**src/rtl/id_stage_pipe.sv**
```systemverilog
// ============================================================================
// id_stage_pipe
// ----------------------------------------------------------------------------
// Decode stage with an integrated ID/EXE output register. The stage decodes
// the instruction offered by IF, resolves branches combinationally, and
// registers the decoded control/data fields toward EXE. It also inserts
// bubbles on hazards, supports flush, and kills the single instruction that
// follows a taken branch (branch shadow).
//
// Instruction fields: op[31:26], rt[25:21], rs[20:16], rd[15:11], imm[15:0].
//
// Ports
//   clk, rst            rising-edge clock, asynchronous active-low reset
//   in_valid/in_ready   handshake toward IF (instruction, pc_in)
//   instruction, pc_in  instruction word and its PC+4
//   src1, src2_rf       combinational register-file read addresses
//   reg1, reg2          register-file read data (same cycle)
//   hazard_detected     stall request: hold input, emit bubble
//   flush               discard output register and current input
//   br_taken, br_target branch resolution (combinational)
//   out_valid/out_ready handshake toward EXE
//   out_*               registered decoded fields
//   dbg_kill            branch-shadow kill flag (state observation)
//
// Optional feature macro: ID_BRANCH_STATS_EN
//   defined   -> adds br_count / br_taken_count (16-bit, saturating)
//   undefined -> counter ports and logic absent
//
// Handshake: a transfer happens on a rising edge where valid and ready are
// both high. in_ready does not depend on in_valid; out_valid does not depend
// on out_ready. While out_valid=1 and out_ready=0 every out_* holds stable.
// ============================================================================
module id_stage_pipe #(
   parameter int WORD_LEN     = 32,
   parameter int REG_ADDR_LEN = 5,
   parameter int EXE_CMD_LEN  = 4
) (
   input  logic                    clk,
   input  logic                    rst,
   // IF side
   input  logic                    in_valid,
   output logic                    in_ready,
   input  logic [WORD_LEN-1:0]     instruction,
   input  logic [WORD_LEN-1:0]     pc_in,
   // register file
   input  logic [WORD_LEN-1:0]     reg1,
   input  logic [WORD_LEN-1:0]     reg2,
   output logic [REG_ADDR_LEN-1:0] src1,
   output logic [REG_ADDR_LEN-1:0] src2_rf,
   // control
   input  logic                    hazard_detected,
   input  logic                    flush,
   output logic                    br_taken,
   output logic [WORD_LEN-1:0]     br_target,
   // EXE side
   output logic                    out_valid,
   input  logic                    out_ready,
   output logic [EXE_CMD_LEN-1:0]  out_exe_cmd,
   output logic [WORD_LEN-1:0]     out_val1,
   output logic [WORD_LEN-1:0]     out_val2,
   output logic [WORD_LEN-1:0]     out_st_val,
   output logic [REG_ADDR_LEN-1:0] out_dest,
   output logic [REG_ADDR_LEN-1:0] out_src1,
   output logic [REG_ADDR_LEN-1:0] out_src2,
   output logic                    out_wb_en,
   output logic                    out_mem_r_en,
   output logic                    out_mem_w_en,
   // observation
   output logic                    dbg_kill
`ifdef ID_BRANCH_STATS_EN
   ,
   output logic [15:0]             br_count,
   output logic [15:0]             br_taken_count
`endif
);

   // ------------------------------------------------------------------------
   // Opcodes
   // ------------------------------------------------------------------------
   localparam logic [5:0] OP_NOP  = 6'd0;
   localparam logic [5:0] OP_ADD  = 6'd1;
   localparam logic [5:0] OP_SUB  = 6'd3;
   localparam logic [5:0] OP_AND  = 6'd5;
   localparam logic [5:0] OP_OR   = 6'd6;
   localparam logic [5:0] OP_NOR  = 6'd7;
   localparam logic [5:0] OP_XOR  = 6'd8;
   localparam logic [5:0] OP_SLL  = 6'd10;
   localparam logic [5:0] OP_SRA  = 6'd11;
   localparam logic [5:0] OP_SRL  = 6'd12;
   localparam logic [5:0] OP_ADDI = 6'd32;
   localparam logic [5:0] OP_SUBI = 6'd33;
   localparam logic [5:0] OP_LD   = 6'd36;
   localparam logic [5:0] OP_ST   = 6'd37;
   localparam logic [5:0] OP_BEZ  = 6'd40;
   localparam logic [5:0] OP_BNE  = 6'd41;
   localparam logic [5:0] OP_JMP  = 6'd42;

   // ------------------------------------------------------------------------
   // ALU commands
   // ------------------------------------------------------------------------
   localparam logic [EXE_CMD_LEN-1:0] CMD_ADD = EXE_CMD_LEN'(4'd0);
   localparam logic [EXE_CMD_LEN-1:0] CMD_SUB = EXE_CMD_LEN'(4'd2);
   localparam logic [EXE_CMD_LEN-1:0] CMD_AND = EXE_CMD_LEN'(4'd4);
   localparam logic [EXE_CMD_LEN-1:0] CMD_OR  = EXE_CMD_LEN'(4'd5);
   localparam logic [EXE_CMD_LEN-1:0] CMD_NOR = EXE_CMD_LEN'(4'd6);
   localparam logic [EXE_CMD_LEN-1:0] CMD_XOR = EXE_CMD_LEN'(4'd7);
   localparam logic [EXE_CMD_LEN-1:0] CMD_SHL = EXE_CMD_LEN'(4'd8);
   localparam logic [EXE_CMD_LEN-1:0] CMD_SRA = EXE_CMD_LEN'(4'd9);
   localparam logic [EXE_CMD_LEN-1:0] CMD_SRL = EXE_CMD_LEN'(4'd10);
   localparam logic [EXE_CMD_LEN-1:0] CMD_NOP = EXE_CMD_LEN'(4'hF);

   // ID/EXE register contents
   typedef struct packed {
      logic                    valid;
      logic [EXE_CMD_LEN-1:0]  cmd;
      logic [WORD_LEN-1:0]     val1;
      logic [WORD_LEN-1:0]     val2;
      logic [WORD_LEN-1:0]     st_val;
      logic [REG_ADDR_LEN-1:0] dest;
      logic [REG_ADDR_LEN-1:0] src1;
      logic [REG_ADDR_LEN-1:0] src2;
      logic                    wb_en;
      logic                    mem_r_en;
      logic                    mem_w_en;
   } id_exe_t;

   // ------------------------------------------------------------------------
   // Field extraction
   // ------------------------------------------------------------------------
   logic [5:0]              op;
   logic [REG_ADDR_LEN-1:0] rt;
   logic [REG_ADDR_LEN-1:0] rs;
   logic [REG_ADDR_LEN-1:0] rd;
   logic [15:0]             imm;
   logic [WORD_LEN-1:0]     imm_sext;

   assign op       = instruction[31:26];
   assign rt       = REG_ADDR_LEN'(instruction[25:21]);
   assign rs       = REG_ADDR_LEN'(instruction[20:16]);
   assign rd       = REG_ADDR_LEN'(instruction[15:11]);
   assign imm      = instruction[15:0];
   assign imm_sext = {{(WORD_LEN-16){imm[15]}}, imm};

   // ST reads its store data and BNE its comparand through the second port
   // using rt; every other opcode reads rd there.
   assign src1    = rs;
   assign src2_rf = (op == OP_ST || op == OP_BNE) ? rt : rd;

   assign br_target = pc_in + (imm_sext << 2);

   // ------------------------------------------------------------------------
   // State
   // ------------------------------------------------------------------------
   id_exe_t out_q, out_d;
   logic    kill_q, kill_d;

   // ------------------------------------------------------------------------
   // Handshake
   // ------------------------------------------------------------------------
   logic out_free;   // output register may take a new value this edge
   logic accept;     // IF transfer completes this edge
   logic take;       // accepted and not discarded by flush
   logic is_branch;
   logic br_cond;

   assign out_free = !out_q.valid || out_ready;
   // Flush consumes the input unconditionally, even over a hazard.
   assign in_ready = flush || (!hazard_detected && out_free);
   assign accept   = in_valid && in_ready;
   assign take     = accept && !flush;

   assign is_branch = (op == OP_BEZ) || (op == OP_BNE) || (op == OP_JMP);

   always_comb begin
      br_cond = 1'b0;
      case (op)
         OP_BEZ:  br_cond = (reg1 == '0);
         OP_BNE:  br_cond = (reg1 != reg2);
         OP_JMP:  br_cond = 1'b1;
         default: br_cond = 1'b0;
      endcase
   end

   // The instruction in the shadow of a taken branch never resolves.
   assign br_taken = take && !kill_q && is_branch && br_cond;

   // ------------------------------------------------------------------------
   // Decode
   // ------------------------------------------------------------------------
   id_exe_t dec;

   always_comb begin
      dec       = '0;
      dec.valid = 1'b1;
      dec.cmd   = CMD_NOP;
      case (op)
         OP_ADD, OP_SUB, OP_AND, OP_OR, OP_NOR,
         OP_XOR, OP_SLL, OP_SRA, OP_SRL: begin
            dec.val1  = reg1;
            dec.val2  = reg2;
            dec.dest  = rd;
            dec.src1  = rs;
            dec.src2  = rd;
            dec.wb_en = 1'b1;
            case (op)
               OP_ADD:  dec.cmd = CMD_ADD;
               OP_SUB:  dec.cmd = CMD_SUB;
               OP_AND:  dec.cmd = CMD_AND;
               OP_OR:   dec.cmd = CMD_OR;
               OP_NOR:  dec.cmd = CMD_NOR;
               OP_XOR:  dec.cmd = CMD_XOR;
               OP_SLL:  dec.cmd = CMD_SHL;
               OP_SRA:  dec.cmd = CMD_SRA;
               default: dec.cmd = CMD_SRL;
            endcase
         end
         OP_ADDI, OP_SUBI, OP_LD, OP_ST: begin
            // Immediate forms leave out_src2 at 0 so forwarding ignores it.
            dec.cmd      = (op == OP_SUBI) ? CMD_SUB : CMD_ADD;
            dec.val1     = reg1;
            dec.val2     = imm_sext;
            dec.src1     = rs;
            dec.dest     = (op == OP_ST) ? '0 : rt;
            dec.wb_en    = (op != OP_ST);
            dec.mem_r_en = (op == OP_LD);
            dec.mem_w_en = (op == OP_ST);
            dec.st_val   = (op == OP_ST) ? reg2 : '0;
         end
         default: begin
            // NOP, branches, jumps and unknown opcodes travel as a valid
            // no-op: enables low, cmd all-ones, data fields zero.
            dec.cmd = CMD_NOP;
         end
      endcase
   end

   // ------------------------------------------------------------------------
   // Next state
   // ------------------------------------------------------------------------
   always_comb begin
      out_d = out_q;
      if (flush) begin
         out_d = '0;
      end else if (out_free) begin
         // A killed shadow instruction is consumed but loads as a bubble.
         out_d = (take && !kill_q) ? dec : '0;
      end
   end

   // A taken branch arms the kill; the next accepted instruction disarms it
   // (br_taken is low for that instruction because kill_q gates it).
   assign kill_d = flush ? 1'b0 : (take ? br_taken : kill_q);

   always_ff @(posedge clk or negedge rst) begin
      if (!rst) begin
         out_q  <= '0;
         kill_q <= 1'b0;
      end else begin
         out_q  <= out_d;
         kill_q <= kill_d;
      end
   end

   // ------------------------------------------------------------------------
   // Outputs
   // ------------------------------------------------------------------------
   assign out_valid    = out_q.valid;
   assign out_exe_cmd  = out_q.cmd;
   assign out_val1     = out_q.val1;
   assign out_val2     = out_q.val2;
   assign out_st_val   = out_q.st_val;
   assign out_dest     = out_q.dest;
   assign out_src1     = out_q.src1;
   assign out_src2     = out_q.src2;
   assign out_wb_en    = out_q.wb_en;
   assign out_mem_r_en = out_q.mem_r_en;
   assign out_mem_w_en = out_q.mem_w_en;
   assign dbg_kill     = kill_q;

`ifdef ID_BRANCH_STATS_EN
   // ------------------------------------------------------------------------
   // Branch statistics: counts resolved (non-killed, non-flushed) branches.
   // ------------------------------------------------------------------------
   logic [15:0] br_cnt_q, br_cnt_d;
   logic [15:0] br_tk_q, br_tk_d;

   always_comb begin
      br_cnt_d = br_cnt_q;
      br_tk_d  = br_tk_q;
      if (take && !kill_q && is_branch && br_cnt_q != 16'hFFFF) begin
         br_cnt_d = br_cnt_q + 16'd1;
      end
      if (br_taken && br_tk_q != 16'hFFFF) begin
         br_tk_d = br_tk_q + 16'd1;
      end
   end

   always_ff @(posedge clk or negedge rst) begin
      if (!rst) begin
         br_cnt_q <= '0;
         br_tk_q  <= '0;
      end else begin
         br_cnt_q <= br_cnt_d;
         br_tk_q  <= br_tk_d;
      end
   end

   assign br_count       = br_cnt_q;
   assign br_taken_count = br_tk_q;
`endif

endmodule
```
**config.mk**
```make
export PLATFORM = sky130hd
export DESIGN_NAME = id_stage_pipe
export DESIGN_NICKNAME = d
export VERILOG_FILES = /design/src/rtl/id_stage_pipe.sv
export SDC_FILE = /design/constraint.sdc
export NUM_CORES = 1
export LEC_CHECK = 0
export ABC_AREA = 1
export BUFFER_PORTS_ARGS = -buffer_cell sky130_fd_sc_hd__buf_2
export CAP_MARGIN = 5
export CORE_MARGIN = 1
export CORE_UTILIZATION = 35
export CTS_CLUSTER_DIAMETER = 150
export DETAILED_ROUTE_END_ITERATION = 6
export GPL_ROUTABILITY_DRIVEN = 0
export PLACE_DENSITY = 0.64
export SYNTH_ARGS = -nofsm -noshare
export SYNTH_HDL_FRONTEND = slang
export SYNTH_SLANG_ARGS = --single-unit
```
**constraint.sdc**
```tcl
create_clock -name clk -period 5.2 [get_ports clk]
set_input_delay 0.52 -clock clk [delete_from_list [all_inputs] [get_ports clk]]
set_output_delay 0.52 -clock clk [all_outputs]
set_load 0.005 [all_outputs]
```
# After elaboration in Yosys (flattened, before gate mapping)
# Memories as Yosys holds them, arrays and structs flattened.
# Cells that the tools add are included.
dict set report totals {
  wordCells 71
  out_inout_bits 164
  regBits 120
  in_bits 134
  mem_bits_ro 64
  n_memories 1
}
dict set report op_classes {
  n_eq_ne 18
  muxes 18
  n_addsub 1
  n_reduce_logical 21
}
# name depth width read_ports rd_ports_with_merged_regs write_ports line_no
set memory_table {}
lappend memory_table {{(no name shown)} 16 4 1 0 0 205} ;# case (op)
# operator count
set ops {}
lappend ops {{$mux 119} 3}
lappend ops {{$pmux 64 s2} 1}
lappend ops {{$mux 32} 2}
lappend ops {{$eq 6x6->1 const B} 7}
lappend ops {{$add 32x32->32} 1}
lappend ops {{$logic_not 32->1} 1}
lappend ops {{$ne 32x32->1} 1}
lappend ops {{$eq 6x4->1 const B} 4}
lappend ops {{$pmux 10 s2} 1}
lappend ops {{$eq 6x3->1 const B} 3}
lappend ops {{$mux 5} 3}
lappend ops {{$reduce_or 9->1} 1}
lappend ops {{$pmux 4 s2} 1}
lappend ops {{$eq 6x1->1 const B} 1}
lappend ops {{$eq 6x2->1 const B} 1}
lappend ops {{$logic_and 1x1->1} 6}
lappend ops {{$ne 6x6->1 const B} 1}
lappend ops {{$logic_or 1x1->1} 5}
lappend ops {{$logic_not 1->1} 4}
lappend ops {{$mux 2} 2}
lappend ops {{$mux 4} 1}
lappend ops {{$reduce_bool 2->1} 2}
lappend ops {{$reduce_or 4->1} 1}
lappend ops {{$pmux 1 s3} 1}
lappend ops {{other kinds (3)} 4}

# Longest topological paths before layout
dict set report logic_depth {
  word_depth 11
  depth_mapped 14
  depth_no_buf 14
}

# Worst setup path before layout
# OpenSTA, ideal clock, no wires.
dict set report synth_timing {
  kind {input to output}
  startpoint {input instruction[0]}
  endpoint {output br_target[18]}
  path_buffers 0
  stages 13
  path_slack_ns 2.733
  arrival_ns 1.947
  required_ns 4.680
  cell_sequence {ha_1 inv_1 fa_1 inv_1 nand3_1 nand2_1 nand2_1 nand2_1 nand2_1 nand2_1 nand2_1 nand2_1 xor2_1}
}
dict set report synth_between {
  elab_chain_len 1
}
# item line_no
set synth_rtl {}
lappend synth_rtl {{start: declaration} 43} ;# input logic [WORD_LEN-1:0] instruction,
lappend synth_rtl {{$add 32x32->32} 149} ;# assign br_target = pc_in + (imm_sext << 2);
lappend synth_rtl {{end: declaration} 54} ;# output logic [WORD_LEN-1:0] br_target,
# Every way passes these cells.

# Worst setup path after layout
dict set report layout_timing {
  startpoint {input instruction[27]}
  endpoint {output src2_rf[1]}
}
dict set report layout_between {
  elab_chain_len 3
  word_cells_on_any_way 4
  cone_classes {2 x eq/ne; 1 x mux; 1 x reduce/logical}
}
# item line_no
set layout_rtl {}
lappend layout_rtl {{$eq 6x6->1} 147} ;# assign src2_rf = (op == OP_ST || op == OP_BNE) ? rt : rd;
lappend layout_rtl {{$logic_or 1x1->1 *} 147}
lappend layout_rtl {{$mux 5 *} 147}
lappend layout_rtl {{end: declaration} 49} ;# output logic [REG_ADDR_LEN-1:0] src2_rf,
# Mark *: on every way between the ends. The rest lies on a longest branch, timed or not.

==> flow_summary.yaml <==
global_route:
  overflow: 0
  gr-usage-met1: 0.3090
  first_global_vias: 7732
  met2_usage: 0.4000
  use_met3: 0.05301
  antenna_found_initial: 3
  grt_busiest_layer: "met2"
  grt_start_max_net_pins: 83
  grt_usage: 0.2404
  grt_pass1_wl_mm: 41.19
synthesis:
  synthMuxAreaShare: 0
  synthSimpleGateAreaFrac: 0.2815
  synth_compound_area_frac: 0.1461
  synth-edff-count: 0
  syn_area_mm2: 0.007757
  yosys.area_share.adder: 0.05742
  seq_area_frac_synth: 0.3871
  ys_types: 35
  synth-xor-area-share: 0.04516
  async_flop_share: 1.000
  yosysTopAreaCell: "dfrtp_1"
  syn_inst: 1071
  synth_top_area_frac: 0.3871
  synthTopCellsByArea: "dfrtp_1, nand2_1, ha_1"
  ys_seq_elements: 120
  syn_nets: 1240
  synth_top_flop_cell: "dfrtp_1"
  yosys_warnings: 0
  synth_top_family_by_area: "simple AND/OR/NAND/NOR gates"
  avgSynthCellArea_um2: 7.243
final_layout:
  syn_to_final_growth_pct: 28.71
  finalNetCount: 1519
  nFillCells: 2274
  layout-drive-gt1-share: 0.2759
  finish.utilization: 0.4589
  instances_no_fill: 1644
power_and_ir_drop:
  combPwrFrac: 0.199
  power_density_mw_per_mm2: 268.0
  clockPowerShare: 0.444
  seqPwrFrac: 0.357
  p_int_mw: 1.864
  p_leak_nw: 5.665
  max-vdd-ir-drop_v: 0.0001844
  p_switching_mw: 0.8116
  netSwitchingFraction: 0.3033
drt:
  routed_via_density: 5.022
  wl_mm: 27.21
  route.detailed.drc: 0
  vias: 8256
  first_pass_iters: 5
  post_drt_wl_per_cell_um: 16.55
  postRouteAntennaNets: 0
  drt_iter0_markers: 353
floorplanning:
  core_area_mm2: 0.02176
  initial_utilization: 0.3566
  rows: 54
  fp.dieW_um: 150.9
  die_y_um: 150.9
  die-area_mm2: 0.02276
  ios: 298
clocking:
  tritoncts: "done"
  clock_sinks: 120
  cts_hold_buf: 0
  cts_buffers: 17
  cts_resized: 0
  ctsHtreeMaxLevel: 4
  clk_path_buf_depth: 2
  clk_pin_slew_worst_paths_ps: 60
  post_cts_buffers: 0
  worst_skew_pair.late_latency_ps: 420
  cts-root-buf: "clkbuf_16"
timing:
  fmax_mhz: 337.4
  setup_slack_ps: 2236
  tns_ps: 0
  finalMaxSlewViolations: 0
  timing.final.hold_violations: 0
  rsz0062_at_grt: "no"
  finalCriticalPeriod_ps: 2964
  tightest_slew_ps: 1094
  finClkSkew_ps: 10.55
  setup-violations-final: 0
  hold_ws_ps: 304.0
  slew_headroom: 0.2705
  fin_crit_sh: 0.5699
job:
  maxCapViolations: 0
worst_setup_path:
  reg2regPathDepth: 8
  slowest_stage: "nor2_1"
  cp-start-kind: "input port"
  r2r_start: "out_valid"
  slowest_delay_ps: 600
  cp_max_fo: 14
  worstPathRequired_ps: 4680
  r2r-end: "out_st_val[3]"
  crit_type: "in2out"
  cp_num_buf_inv: 5
  r2r_slack_ps: 2670
  cp.depth: 11
  endpoint_kind: "output port"
  cp_data_arrival_time_ps: 2440
  path_cells: "buf_2 > inv_1 > ha_1 > nand2_1 > inv_1 > nand2_1 > inv_1 > nor2_1 > nand2_1 > o21ai_0 > buf_2"
  cpLargestDelayFamily: "simple AND/OR/NAND/NOR gates"
worst_hold_path:
  hp-class: "in2async"
placement:
  dp_slack_ps: 2216
  portBuffers: 293
  dp.cells: 1611
  dp_hpwl_mm: 21.09
run_status:
  outcome: "complete, no violations"
==> routing by layer <==
| metal | vias up | share of wire |
|---|---|---|
| li1 | 4005 | - |
| met1 | 3876 | 0.43 |
| met2 | 335 | 0.47 |
| met3 | 38 | 0.078 |
| met4 | 2 | 0.022 |
| met5 | - | 0.00048 |
==> how the worst max path moves through the flow <==
stage / slack (ps) / from / to
after global routing: 2030 / instruction[27] / src2_rf[4]
final: 2240 / instruction[27] / src2_rf[1]
after global placement: 2260 / instruction[27] / src2_rf[4]
after CTS: 2210 / instruction[27] / src2_rf[1]
after floorplan: 2730 / instruction[0] / br_target[18]
after detailed placement: 2220 / instruction[27] / src2_rf[1]
==> stage by stage <==
step | total power [mW] | cell area, um2
floorplan | 1.262 | 7757
global placement | 1.500 | 9394
detailed placement | 1.500 | 9394
CTS | 2.695 | 9982
global route | 2.798 | 9985
finish | 2.676 | 9985
==> layout by cell type, fill, tap and decap left out, types with 2 or more instances in the layout <==
cell	n
o21ai_1	40
inv_1	108
clkinv_4	3
clkinv_2	3
o21bai_1	2
clkinvlp_4	3
o21ai_0	57
xor2_1	16
xnor2_1	24
nor2_4	3
nor2_2	2
a21oi_1	54
nor3_1	8
o211ai_1	4
o21ai_2	30
inv_6	3
nand2_4	2
buf_2	292
ha_1	34
dfrtp_1	120
bufinv_16	2
nand3b_1	2
buf_4	4
inv_2	7
clkbuf_16	17
nand3_1	46
nand2_1	383
nand4_1	18
nor2_1	61
a21o_1	4
==> cells in the mapped netlist (2+ instances only) <==
| master | count |
|---|---|
| buf_6 | 4 |
| inv_2 | 8 |
| nand4_1 | 18 |
| ha_1 | 34 |
| nand3b_1 | 2 |
| inv_1 | 108 |
| nand2_1 | 383 |
| nand3_1 | 46 |
| nand2_4 | 2 |
| o21ai_0 | 57 |
| clkbuf_1 | 13 |
| nor2_4 | 3 |
| o21ai_1 | 40 |
| dfrtp_1 | 120 |
| nor2_1 | 61 |
| nor2_2 | 2 |
| a21oi_1 | 54 |
| o21bai_1 | 2 |
| buf_4 | 7 |
| o21ai_2 | 30 |
| buf_2 | 12 |
| xor2_1 | 16 |
| o211ai_1 | 4 |
| a21o_1 | 4 |
| xnor2_1 | 24 |
| nor3_1 | 8 |
==> state kept, by name (all words and copies together) (netlist names), 4 cells and up <==
register     count
out_src1         5
out_src2         5
out_dest         5
out_st_val      32
out_val2        32
out_exe_cmd      4
out_val1        32
==> worst reg2reg max path, stage by stage (launching register included) <==
cell and delay [ps]:
dfrtp_1 380, inv_1 60, nor2_1 50, o21ai_1 150, nand2_1 120, nor3_4 130, buf_4 480, nand2_1 710
o21ai_1 370
==> cells by family after synthesis <==
| logic type | Yosys count |
|---|---|
| and+or+nand+nor | 529 |
| AOI/OAI and AO/OA | 195 |
| buffers and inverters | 152 |
| DFF | 120 |
| xor gates and xnor gates | 40 |
| adders and majority gates | 35 |
==> power by group through the flow <==
| stage | Sequential (mW) | Clock [mW] | Combinational [mW] |
|---|---|---|---|
| 6_report | 0.955 | 1.19 | 0.534 |
| 5_1_grt | 0.956 | 1.25 | 0.595 |
| 4_1_cts | 0.955 | 1.21 | 0.532 |
| 3_5_place_dp | 0.971 | 0 | 0.529 |
| 3_3_place_gp | 0.971 | 0 | 0.529 |
| 2_1_floorplan | 0.972 | 0 | 0.290 |
==> area by class of cell <==
cell class | count | area (um2) | area share
multi-input combinational | 799 | 4113 | 0.4119
sequential | 120 | 3003 | 0.3008
clock buffer | 19 | 442.9 | 0.04436
inverter | 116 | 436.7 | 0.04373
tap | 280 | 350.3 | 0.03509
antenna | 1 | 2.502 | 0.0002506
timing repair buffer | 296 | 1491 | 0.1494
clock inverter | 13 | 145.1 | 0.01454
(Power assumes the default switching activity.)
